## config.mk

```make
export PLATFORM = sky130hd
export DESIGN_NAME = param_vec_serializer_flat
export DESIGN_NICKNAME = d
export VERILOG_FILES = /design/src/rtl/param_vec_serializer_pkg.sv /design/src/rtl/param_vec_serializer_if.sv /design/src/rtl/param_vec_serializer.sv /design/src/flat_wrapper.sv
export SDC_FILE = /design/constraint.sdc
export NUM_CORES = 1
export LEC_CHECK = 0
export BUFFER_PORTS_ARGS = -buffer_cell sky130_fd_sc_hd__buf_2
export CORE_MARGIN = 3
export CORE_UTILIZATION = 50
export CTS_BUF_LIST = sky130_fd_sc_hd__clkbuf_8
export CTS_CLUSTER_DIAMETER = 80
export DETAILED_ROUTE_END_ITERATION = 6
export PLACE_DENSITY_LB_ADDON = 0.25
export SKIP_CTS_REPAIR_TIMING = 1
export SLEW_MARGIN = 20
export SYNTH_ARGS = -nofsm -noshare
export SYNTH_HDL_FRONTEND = slang
export SYNTH_SLANG_ARGS = --single-unit
```

## constraint.sdc

```tcl
create_clock -name clk -period 2.4 [get_ports clk]
set_clock_uncertainty 0.1 [all_clocks]
set_input_delay 0.12 -clock clk [delete_from_list [all_inputs] [get_ports clk]]
set_output_delay 0.12 -clock clk [all_outputs]
set_load 0.005 [all_outputs]
```

## src/rtl/param_vec_serializer_pkg.sv

```systemverilog
// vec_ser_pkg: shared state type and counter-width helper for the vector serializer
package vec_ser_pkg;

    typedef enum logic {IDLE, SHIFT} sv_state_t;

    function automatic int cw_f(int w);
        return $clog2(w + 1);
    endfunction

endpackage

```

## src/rtl/param_vec_serializer_if.sv

```systemverilog
// param_vec_serializer_if: parallel-in / serial-out / frame-status bundle
interface param_vec_serializer_if #(
    parameter int WIDTH = 15,
    parameter int CW    = vec_ser_pkg::cw_f(WIDTH)
);

    logic             in_valid;
    logic [WIDTH-1:0] in_data;
    logic             in_ready;
    logic             ser_valid;
    logic             ser_bit;
    logic             ser_last;
    logic             ser_ready;
    logic             done_valid;
    logic [CW-1:0]    ones_count;
    logic             all_ones;

    modport master (
        output in_valid, in_data, ser_ready,
        input  in_ready, ser_valid, ser_bit, ser_last, done_valid, ones_count, all_ones
    );

    modport slave (
        input  in_valid, in_data, ser_ready,
        output in_ready, ser_valid, ser_bit, ser_last, done_valid, ones_count, all_ones
    );

endinterface

```

## src/rtl/param_vec_serializer.sv

```systemverilog
// param_vec_serializer: streams a WIDTH-bit vector one bit per beat and reports its popcount
module param_vec_serializer
    import vec_ser_pkg::*;
#(
    parameter int WIDTH     = 15,
    parameter bit MSB_FIRST = 1'b1
) (
    input logic                   clk,
    input logic                   rst_n,
    param_vec_serializer_if.slave bus
);

    localparam int CW = cw_f(WIDTH);

    sv_state_t        state, state_nxt;
    logic             armed;
    logic [WIDTH-1:0] shreg;
    logic [CW-1:0]    bitcnt;
    logic [CW-1:0]    popacc;
    logic [CW-1:0]    pop_sum;
    logic             last;
    logic             in_hs;
    logic             ser_hs;

    // State register
    always_ff @(posedge clk or negedge rst_n) begin
        if (!rst_n) state <= IDLE;
        else        state <= state_nxt;
    end

    // Next state and handshake outputs; in_ready also opens on the final beat so frames chain without a bubble
    always_comb begin
        state_nxt     = state;
        last          = (state == SHIFT) && (bitcnt == CW'(WIDTH - 1));
        bus.ser_valid = (state == SHIFT);
        bus.ser_bit   = (state == SHIFT) && (MSB_FIRST ? shreg[WIDTH-1] : shreg[0]);
        bus.ser_last  = last;
        ser_hs        = bus.ser_valid && bus.ser_ready;
        bus.in_ready  = armed && ((state == IDLE) || (ser_hs && last));
        in_hs         = bus.in_valid && bus.in_ready;
        pop_sum       = popacc + CW'(bus.ser_bit);
        if (ser_hs && last) state_nxt = IDLE;
        if (in_hs)          state_nxt = SHIFT;
    end

    // Shift register and beat/popcount counters; armed keeps in_ready low until the first edge after reset
    always_ff @(posedge clk or negedge rst_n) begin
        if (!rst_n) begin
            armed  <= 1'b0;
            shreg  <= '0;
            bitcnt <= '0;
            popacc <= '0;
        end else begin
            armed <= 1'b1;
            if (in_hs) begin
                shreg  <= bus.in_data;
                bitcnt <= '0;
                popacc <= '0;
            end else if (ser_hs) begin
                shreg  <= MSB_FIRST ? (shreg << 1) : (shreg >> 1);
                bitcnt <= bitcnt + CW'(1);
                popacc <= pop_sum;
            end
        end
    end

    // Frame status: one-cycle done pulse, count and all-ones flag held until the next frame completes
    always_ff @(posedge clk or negedge rst_n) begin
        if (!rst_n) begin
            bus.done_valid <= 1'b0;
            bus.ones_count <= '0;
            bus.all_ones   <= 1'b0;
        end else begin
            bus.done_valid <= ser_hs && last;
            if (ser_hs && last) begin
                bus.ones_count <= pop_sum;
                bus.all_ones   <= (pop_sum == CW'(WIDTH));
            end
        end
    end

endmodule
```

## src/flat_wrapper.sv

```systemverilog
// flat-port wrapper written by rule: the top's interface ports become plain ports
module param_vec_serializer_flat import vec_ser_pkg::*;
#(
    parameter int WIDTH     = 15,
    parameter bit MSB_FIRST = 1'b1
)
  (clk, rst_n, bus_in_valid, bus_in_data, bus_ser_ready, bus_in_ready, bus_ser_valid, bus_ser_bit, bus_ser_last, bus_done_valid, bus_ones_count, bus_all_ones);
  param_vec_serializer_if #(.WIDTH(WIDTH)) bus_i ();
  input logic clk;
  input logic rst_n;
  input wire logic [$bits(bus_i.in_valid)-1:0] bus_in_valid;
  input wire logic [$bits(bus_i.in_data)-1:0] bus_in_data;
  input wire logic [$bits(bus_i.ser_ready)-1:0] bus_ser_ready;
  output wire logic [$bits(bus_i.in_ready)-1:0] bus_in_ready;
  output wire logic [$bits(bus_i.ser_valid)-1:0] bus_ser_valid;
  output wire logic [$bits(bus_i.ser_bit)-1:0] bus_ser_bit;
  output wire logic [$bits(bus_i.ser_last)-1:0] bus_ser_last;
  output wire logic [$bits(bus_i.done_valid)-1:0] bus_done_valid;
  output wire logic [$bits(bus_i.ones_count)-1:0] bus_ones_count;
  output wire logic [$bits(bus_i.all_ones)-1:0] bus_all_ones;
  assign bus_i.in_valid = bus_in_valid;
  assign bus_i.in_data = bus_in_data;
  assign bus_i.ser_ready = bus_ser_ready;
  assign bus_in_ready = bus_i.in_ready;
  assign bus_ser_valid = bus_i.ser_valid;
  assign bus_ser_bit = bus_i.ser_bit;
  assign bus_ser_last = bus_i.ser_last;
  assign bus_done_valid = bus_i.done_valid;
  assign bus_ones_count = bus_i.ones_count;
  assign bus_all_ones = bus_i.all_ones;
  param_vec_serializer #(.WIDTH(WIDTH), .MSB_FIRST(MSB_FIRST)) u_core (.clk(clk), .rst_n(rst_n), .bus(bus_i));
endmodule
```

==> results of run 1 <==
## stage by stage
step | setup slack, ps | std cells | utilization [%]
6_report | 505 | 211 | 69.0
3_3_place_gp | 616 | 189 | 61.0
5_1_grt | 420 | 211 | 69.0
4_1_cts | 504 | 195 | 63.5
2_1_floorplan | 633 | 121 | -
3_5_place_dp | 491 | 189 | 61.0
## cell usage after synthesis (all sizes together)
| cell type | number | area share (%) |
|---|---|---|
| a21oi | 6 | 2.6 |
| and2 | 2 | 0.78 |
| buf | 6 | 4.1 |
| conb | 1 | 0.23 |
| dfrtp | 31 | 48 |
| ha | 4 | 3.1 |
| inv | 3 | 0.70 |
| mux2 | 31 | 27 |
| mux2i | 1 | 0.62 |
| nand2 | 8 | 2.0 |
| nand3 | 8 | 2.5 |
| nand4 | 1 | 0.78 |
| nor2 | 5 | 1.3 |
| o21ai | 4 | 1.2 |
| o31ai | 1 | 0.47 |
| o41ai | 1 | 0.54 |
| or2 | 1 | 0.39 |
| or3 | 2 | 0.78 |
| xnor2 | 1 | 0.54 |
| xor2 | 4 | 2.2 |
## flip-flops by register name (all words and copies together) (netlist names)
name                   flops
u_core.bus.ones_count      4
u_core.shreg              15
u_core.bus.done_valid      1
u_core.bitcnt              4
u_core.bus.ser_valid       1
u_core.bus.all_ones        1
u_core.popacc              4
u_core.armed               1
## power by group
part / leakage [nW] / internal, mW / switching (mW)
logic: 0.574 / 0.377 / 0.233
clock network: 0.0413 / 0.188 / 0.170
registers: 0.408 / 0.687 / 0.125
total: 1.02 / 1.25 / 0.527
## critical path, stage by stage (launching register included)
cell and delay, ps:
dfrtp_1 500, and2_1 210, ha_1 220, ha_1 210, xor2_1 190, nand3_1 90, o41ai_1 250
## final timing paths
path / endpoint / slack [ps] / cells past startpoint
hold / removal: u_core.bus.ser_valid$_DFFE_PN0P_ / 20 / 3
setup reg to reg: u_core.bus.all_ones$_DFFE_PN0P_ / 500 / 6
setup / recovery: u_core.bus.all_ones$_DFFE_PN0P_ / 500 / 6
max in group asynchronous: u_core.shreg[3]$_DFFE_PN0P_ / 1460 / 2
min in group asynchronous: u_core.bus.ones_count[3]$_DFFE_PN0P_ / 310 / 2
hold reg to reg: u_core.bus.ones_count[1]$_DFFE_PN0P_ / 400 / 1
## cell type report
cell class | instances | area [um2]
clock buffers | 5 | 68.8
clock inverters | 1 | 3.75
fillers | 239 | 900
inverters | 3 | 11.3
multi-input cells | 81 | 758
flip-flops and latches | 31 | 776
well taps | 42 | 52.6
repair buffers | 48 | 330
## metal layers
layer	global-route usage (%)	routed length [um]
met5	0	0
met3	5.04	141
met2	26.5	1520
met4	8.26	67
met1	19.5	1230
## cells by family after synthesis
family                     Yosys count
and+or+nand+nor                     27
buffers and inverters                9
other                                1
adders and majority gates            4
AOI/OAI and AO/OA                   12
muxes                               32
DFF                                 31
xor gates and xnor gates             5
==> summary.md, run 1 <==
| Metric | Value |
|---|---|
| Status | `complete, no violations` |
| Post-Route WL | `2960 um` |
| Syn Inst Count | `121` |
| Worst Setup End Kind | `flop` |
| Overflow left after global routing | `0` |
| Compound-Gate Fraction of Synth Area | `4.81%` |
| TNS Setup | `0 ps` |
| Final nets | `193` |
| Initial antenna violation count | `0` |
| Most frequent cells in the layout | `dfrtp_1 (31), buf_2 (28), mux2_4 (23)` |
| Unrepaired setup endpoints after global routing | `no` |
| Vias per inst | `4.98` |
| H-tree depth | `2` |
| CORE AREA | `2900 um2` |
| Synthesized cell area | `1610 um2` |
| Core Rows | `19` |
| Worst-Skew Late Latency | `280 ps` |
| RePlAce Congestion | `0.757` |
| Die area | `3940 um2` |
| Post-layout minimum cycle time | `1900 ps` |
| DR WL/cell | `14.0 um` |
| FMAX | `528 MHz` |
| Max-Cap Viols | `0` |
| Largest net degree at the start of global routing | `32` |
| Die height | `62.8 um` |
| Hold slack | `18.2 ps` |
| Share of layout cells above drive strength 1 | `42.0%` |
| Reg2reg start | `u_core.bus.ser_valid$_DFFE_PN0P_` |
| Pwr per Cell Area | `890 nW/um2` |
| Die W | `62.8 um` |
| Hold Crit Start | `bus_in_valid` |
| Critical Path Fanout Max | `10` |
| Antenna-violating nets left | `0` |
| Number of global-route vias before repair | `1072` |
| Seq/Total Area, Yosys | `48.1%` |
| Total GRT Usage | `16.3%` |
| CTS root buffer | `clkbuf_8` |
| Via count | `1050` |
| Hold Crit Class | `input port to flop` |
| Worst EP required | `2460 ps` |
| Synth unique cells | `28` |
| Area grow syn2layout | `24.1%` |
| Starting density of the core | `55.6%` |
| Final slew viol count | `0` |
| Sink Count | `31` |
| Worst slew pin tran | `664 ps` |
| Net count after synthesis | `144` |
| Setup CP Type | `flop to flop` |
| # diodes | `0` |
| Worst-path clk slew | `60 ps` |
| Num ports | `29` |
| Mean post-synth cell area | `13.3 um2` |
| Multiplexer area fraction after synthesis | `27.6%` |
| HPWL Detailed | `2020 um` |
| I/O Buffers | `28` |
| Clk buf depth | `2` |
| Crit. Startpoint | `u_core.bus.ser_valid$_DFFE_PN0P_` |
| Data arrival, critical path | `1960 ps` |
| Synth Area in Adders | `3.11%` |
| Synthesized flop and latch total | `31` |
| Yosys warns | `0` |
| Largest family of logic cells by synthesized area | `multiplexers` |
| Design area | `2000 um2` |
| Final Setup Violations | `0` |
| First-pass GRT wire length | `4930 um` |
| Leakage | `1.02 nW` |
| Synth Area in XOR/XNOR | `2.72%` |
| TritonCTS clock tree | `done` |
| Initial drt markers | `32` |
| VDD IR-drop max | `0.620 mV` |
| Fin. Hold Viols | `0` |
| Crit share post-route | `79.0%` |
| Drt pass-1 iters | `4` |
| CP Launch Type | `flop` |
| Simple-gate portion of the synthesized area | `8.54%` |
| Worst rel slew slack | `55.7%` |
| Most common cell after layout, fill and taps aside | `dfrtp_1` |
| Placed inst area | `1770 um2` |
| Final Power | `1.78 mW` |
| TritonCTS Buffers | `5` |
| DRC viols | `0` |
No activity file was read; power rests on OpenSTA's default activity.
==> run 2, diff against run 1 <==
==> constraint.sdc (replaced) <==
create_clock -name clk -period 1.54 [get_ports clk]
set_clock_uncertainty 0.1 [all_clocks]
set_input_delay 0.077 -clock clk [delete_from_list [all_inputs] [get_ports clk]]
set_output_delay 0.077 -clock clk [all_outputs]
set_load 0.005 [all_outputs]
==> run 2 against run 1 <==
  * The run now ends with negative hold slack, negative setup slack left
  * Sequential share of layout area shrank 5.9 points
  * Largest power group is now combinational cells
  * Sequential power rose by 60%
  * Critical path type unchanged
  * Total power rose by 97%
  * Utilization up 12 points
  * Design area is 18% higher
  * Via count is 11% higher
  * Register-to-register slack lost 610 ps
  * Clock-buffer cell count is 1 higher
  * Clock power rose by 130%
  * Die area is the same
  * Final cell count up 8.5%
==> summary.md, run 2 (synthesis results as in run 1) <==
| Metric | Value |
|---|---|
| Status | `finished, violations left` |
| Failing checks | `negative hold slack, negative setup slack` |
| Setup CP Type | `flop to flop` |
| Sw Pwr | `1.05 mW` |
| Cells after DPL | `198` |
| Slowest cell on the critical path | `dfrtp_1` |
| Initial drt markers | `98` |
| Worst-path clk slew | `70 ps` |
| Most frequent cells in the layout | `dfrtp_1 (31), mux2_4 (29), buf_2 (28)` |
| Initial antenna violation count | `0` |
| Hold slack | `-21.6 ps` |
| Unrepaired setup endpoints after global routing | `yes` |
| Area grow syn2layout | `46.5%` |
| Clk buf depth | `2` |
| Number of global-route vias before repair | `1158` |
| Antenna-violating nets left | `0` |
| Cell Chain, Critical Path | `inv_2, ha_4, nand4_4, a21oi_4, buf_12, mux2_4` |
| FMAX | `607 MHz` |
| Register cell area after layout | `776 um2` |
| Multi-input gate area | `875 um2` |
| Starting density of the core | `55.6%` |
| Placed inst area | `1920 um2` |
| H-tree depth | `2` |
| CP max stage delay | `390 ps` |
| Seq pwr share | `37.0%` |
| Hold Crit Start | `bus_in_valid` |
| RePlAce Congestion | `0.804` |
| Num ports | `29` |
| Sw Share | `29.8%` |
| Via count | `1165` |
| Die height | `62.8 um` |
| Worst rel slew slack | `53.7%` |
| Hold Crit Class | `input port to flop` |
| Post-Route WL | `3810 um` |
| DRC viols | `0` |
| Worst slew pin tran | `695 ps` |
| Final worst-path setup slack | `-108 ps` |
| Final Setup Violations | `22` |
| Post-layout util | `81.4%` |
| Finished Layout Cells | `229` |
| Sink Count | `31` |
| Overflow left after global routing | `0` |
| Post-layout minimum cycle time | `1650 ps` |
| Critical path buffers and inverters | `2` |
| Pwr per Cell Area | `1490 nW/um2` |
| Combinational power share | `39.5%` |
| Most common cell after layout, fill and taps aside | `dfrtp_1` |
| # diodes | `0` |
| Biggest register | `u_core.shreg` |
| TritonCTS Buffers | `5` |
| Final nets | `209` |
| Max-Cap Viols | `0` |
| Worst Setup End Kind | `flop` |
| Fin. Hold Viols | `1` |
| CORE AREA | `2900 um2` |
| Leakage | `1.16 nW` |
| CP top delay family | `flip-flops` |
| TritonCTS clock tree | `done` |
| First-pass GRT wire length | `5610 um` |
| Worst-Skew Late Latency | `280 ps` |
| Core Rows | `19` |
| CTS root buffer | `clkbuf_8` |
| Data arrival, critical path | `1720 ps` |
| Total GRT Usage | `18.2%` |
| CP Launch Type | `flop` |
| Critical Path Fanout Max | `9` |
| VDD IR-drop max | `0.846 mV` |
| Final slew viol count | `0` |
| Worst EP required | `1610 ps` |
| Post-placement setup slack | `-178 ps` |
| # fillers | `177` |
| HPWL Detailed | `2220 um` |
| DR WL/cell | `16.6 um` |
| Design area | `2360 um2` |
| Power share of the clock group | `23.5%` |
| Crit. Startpoint | `u_core.bitcnt[0]$_DFFE_PN0P_` |
| I/O Buffers | `28` |
| Cell-internal power | `2.46 mW` |
| Reg2reg start | `u_core.bitcnt[0]$_DFFE_PN0P_` |
| Drt pass-1 iters | `4` |
| Vias per inst | `5.09` |
| Die area | `3940 um2` |
| Largest net degree at the start of global routing | `32` |
| Share of layout cells above drive strength 1 | `53.5%` |
| Die W | `62.8 um` |
| Max reg flops | `15` |
| Crit share post-route | `107%` |
-- run 2: changes by cell type in the layout (fill, tap and decap cells not counted), sizes merged --
cell and change:
inv -1, clkinv +1, buf +15, bufinv +1, clkbuf +2
-- run 2: through the flow --
stage | power [mW] | TNS [ps]
after floorplan | 2.02 | -2040
after global placement | 2.34 | -1800
after detailed placement | 2.40 | -2630
after CTS | 3.24 | -3040
after global routing | 3.71 | -2980
final | 3.51 | -1450
-- run 2: worst paths after layout --
| check | end | slack, ps | cells past startpoint |
|---|---|---|---|
| min in group asynchronous | u_core.bus.ones_count[0]$_DFFE_PN0P_ | 280 | 2 |
| worst max-delay path | u_core.shreg[12]$_DFFE_PN0P_ | -110 | 6 |
| worst max register to register | u_core.shreg[12]$_DFFE_PN0P_ | -110 | 6 |
| max in group asynchronous | u_core.bitcnt[2]$_DFFE_PN0P_ | 620 | 2 |
| worst min register to register | u_core.bus.ones_count[3]$_DFFE_PN0P_ | 410 | 2 |
| worst min-delay path | u_core.bus.ser_valid$_DFFE_PN0P_ | -20 | 3 |
-- run 2: power groups by stage --
stage | Sequential [mW] | Clock [mW] | Combinational, mW
floorplan | 1.23 | 0 | 0.790
global placement | 1.25 | 0 | 1.09
detailed placement | 1.27 | 0 | 1.13
CTS | 1.26 | 0.831 | 1.15
global route | 1.34 | 0.880 | 1.50
finish | 1.30 | 0.823 | 1.39
-- run 2: area by class of cell --
cell class                      count  share of cell area [%]
Inverter                            3                   0.477
Timing Repair Buffer               64                    22.4
Sequential cell                    31                    32.9
Clock buffer                        6                    3.50
Multi-Input combinational cell     81                    37.0
Tap cell                           42                    2.23
Clock inverter                      2                    1.48
-- run 2: routing by layer --
metal	track usage (%)	up-vias	part of all wire [%]
li1	-	546	-
met1	22.8	571	41
met2	29.8	34	51
met3	5.04	14	4.5
met4	6.61	0	3.3
met5	0	-	0
-- run 2: worst register-to-register path: cells and delay by family (launching register included) --
| kind | cells | cell delay [ps] |
|---|---|---|
| AO/OA/AOI/OAI | 1 | 220 |
| adder cells (fa/ha/maj) | 1 | 140 |
| buffers and inverters | 2 | 250 |
| flip-flops | 1 | 390 |
| multiplexers | 1 | 310 |
| AND/OR/NAND/NOR | 1 | 110 |
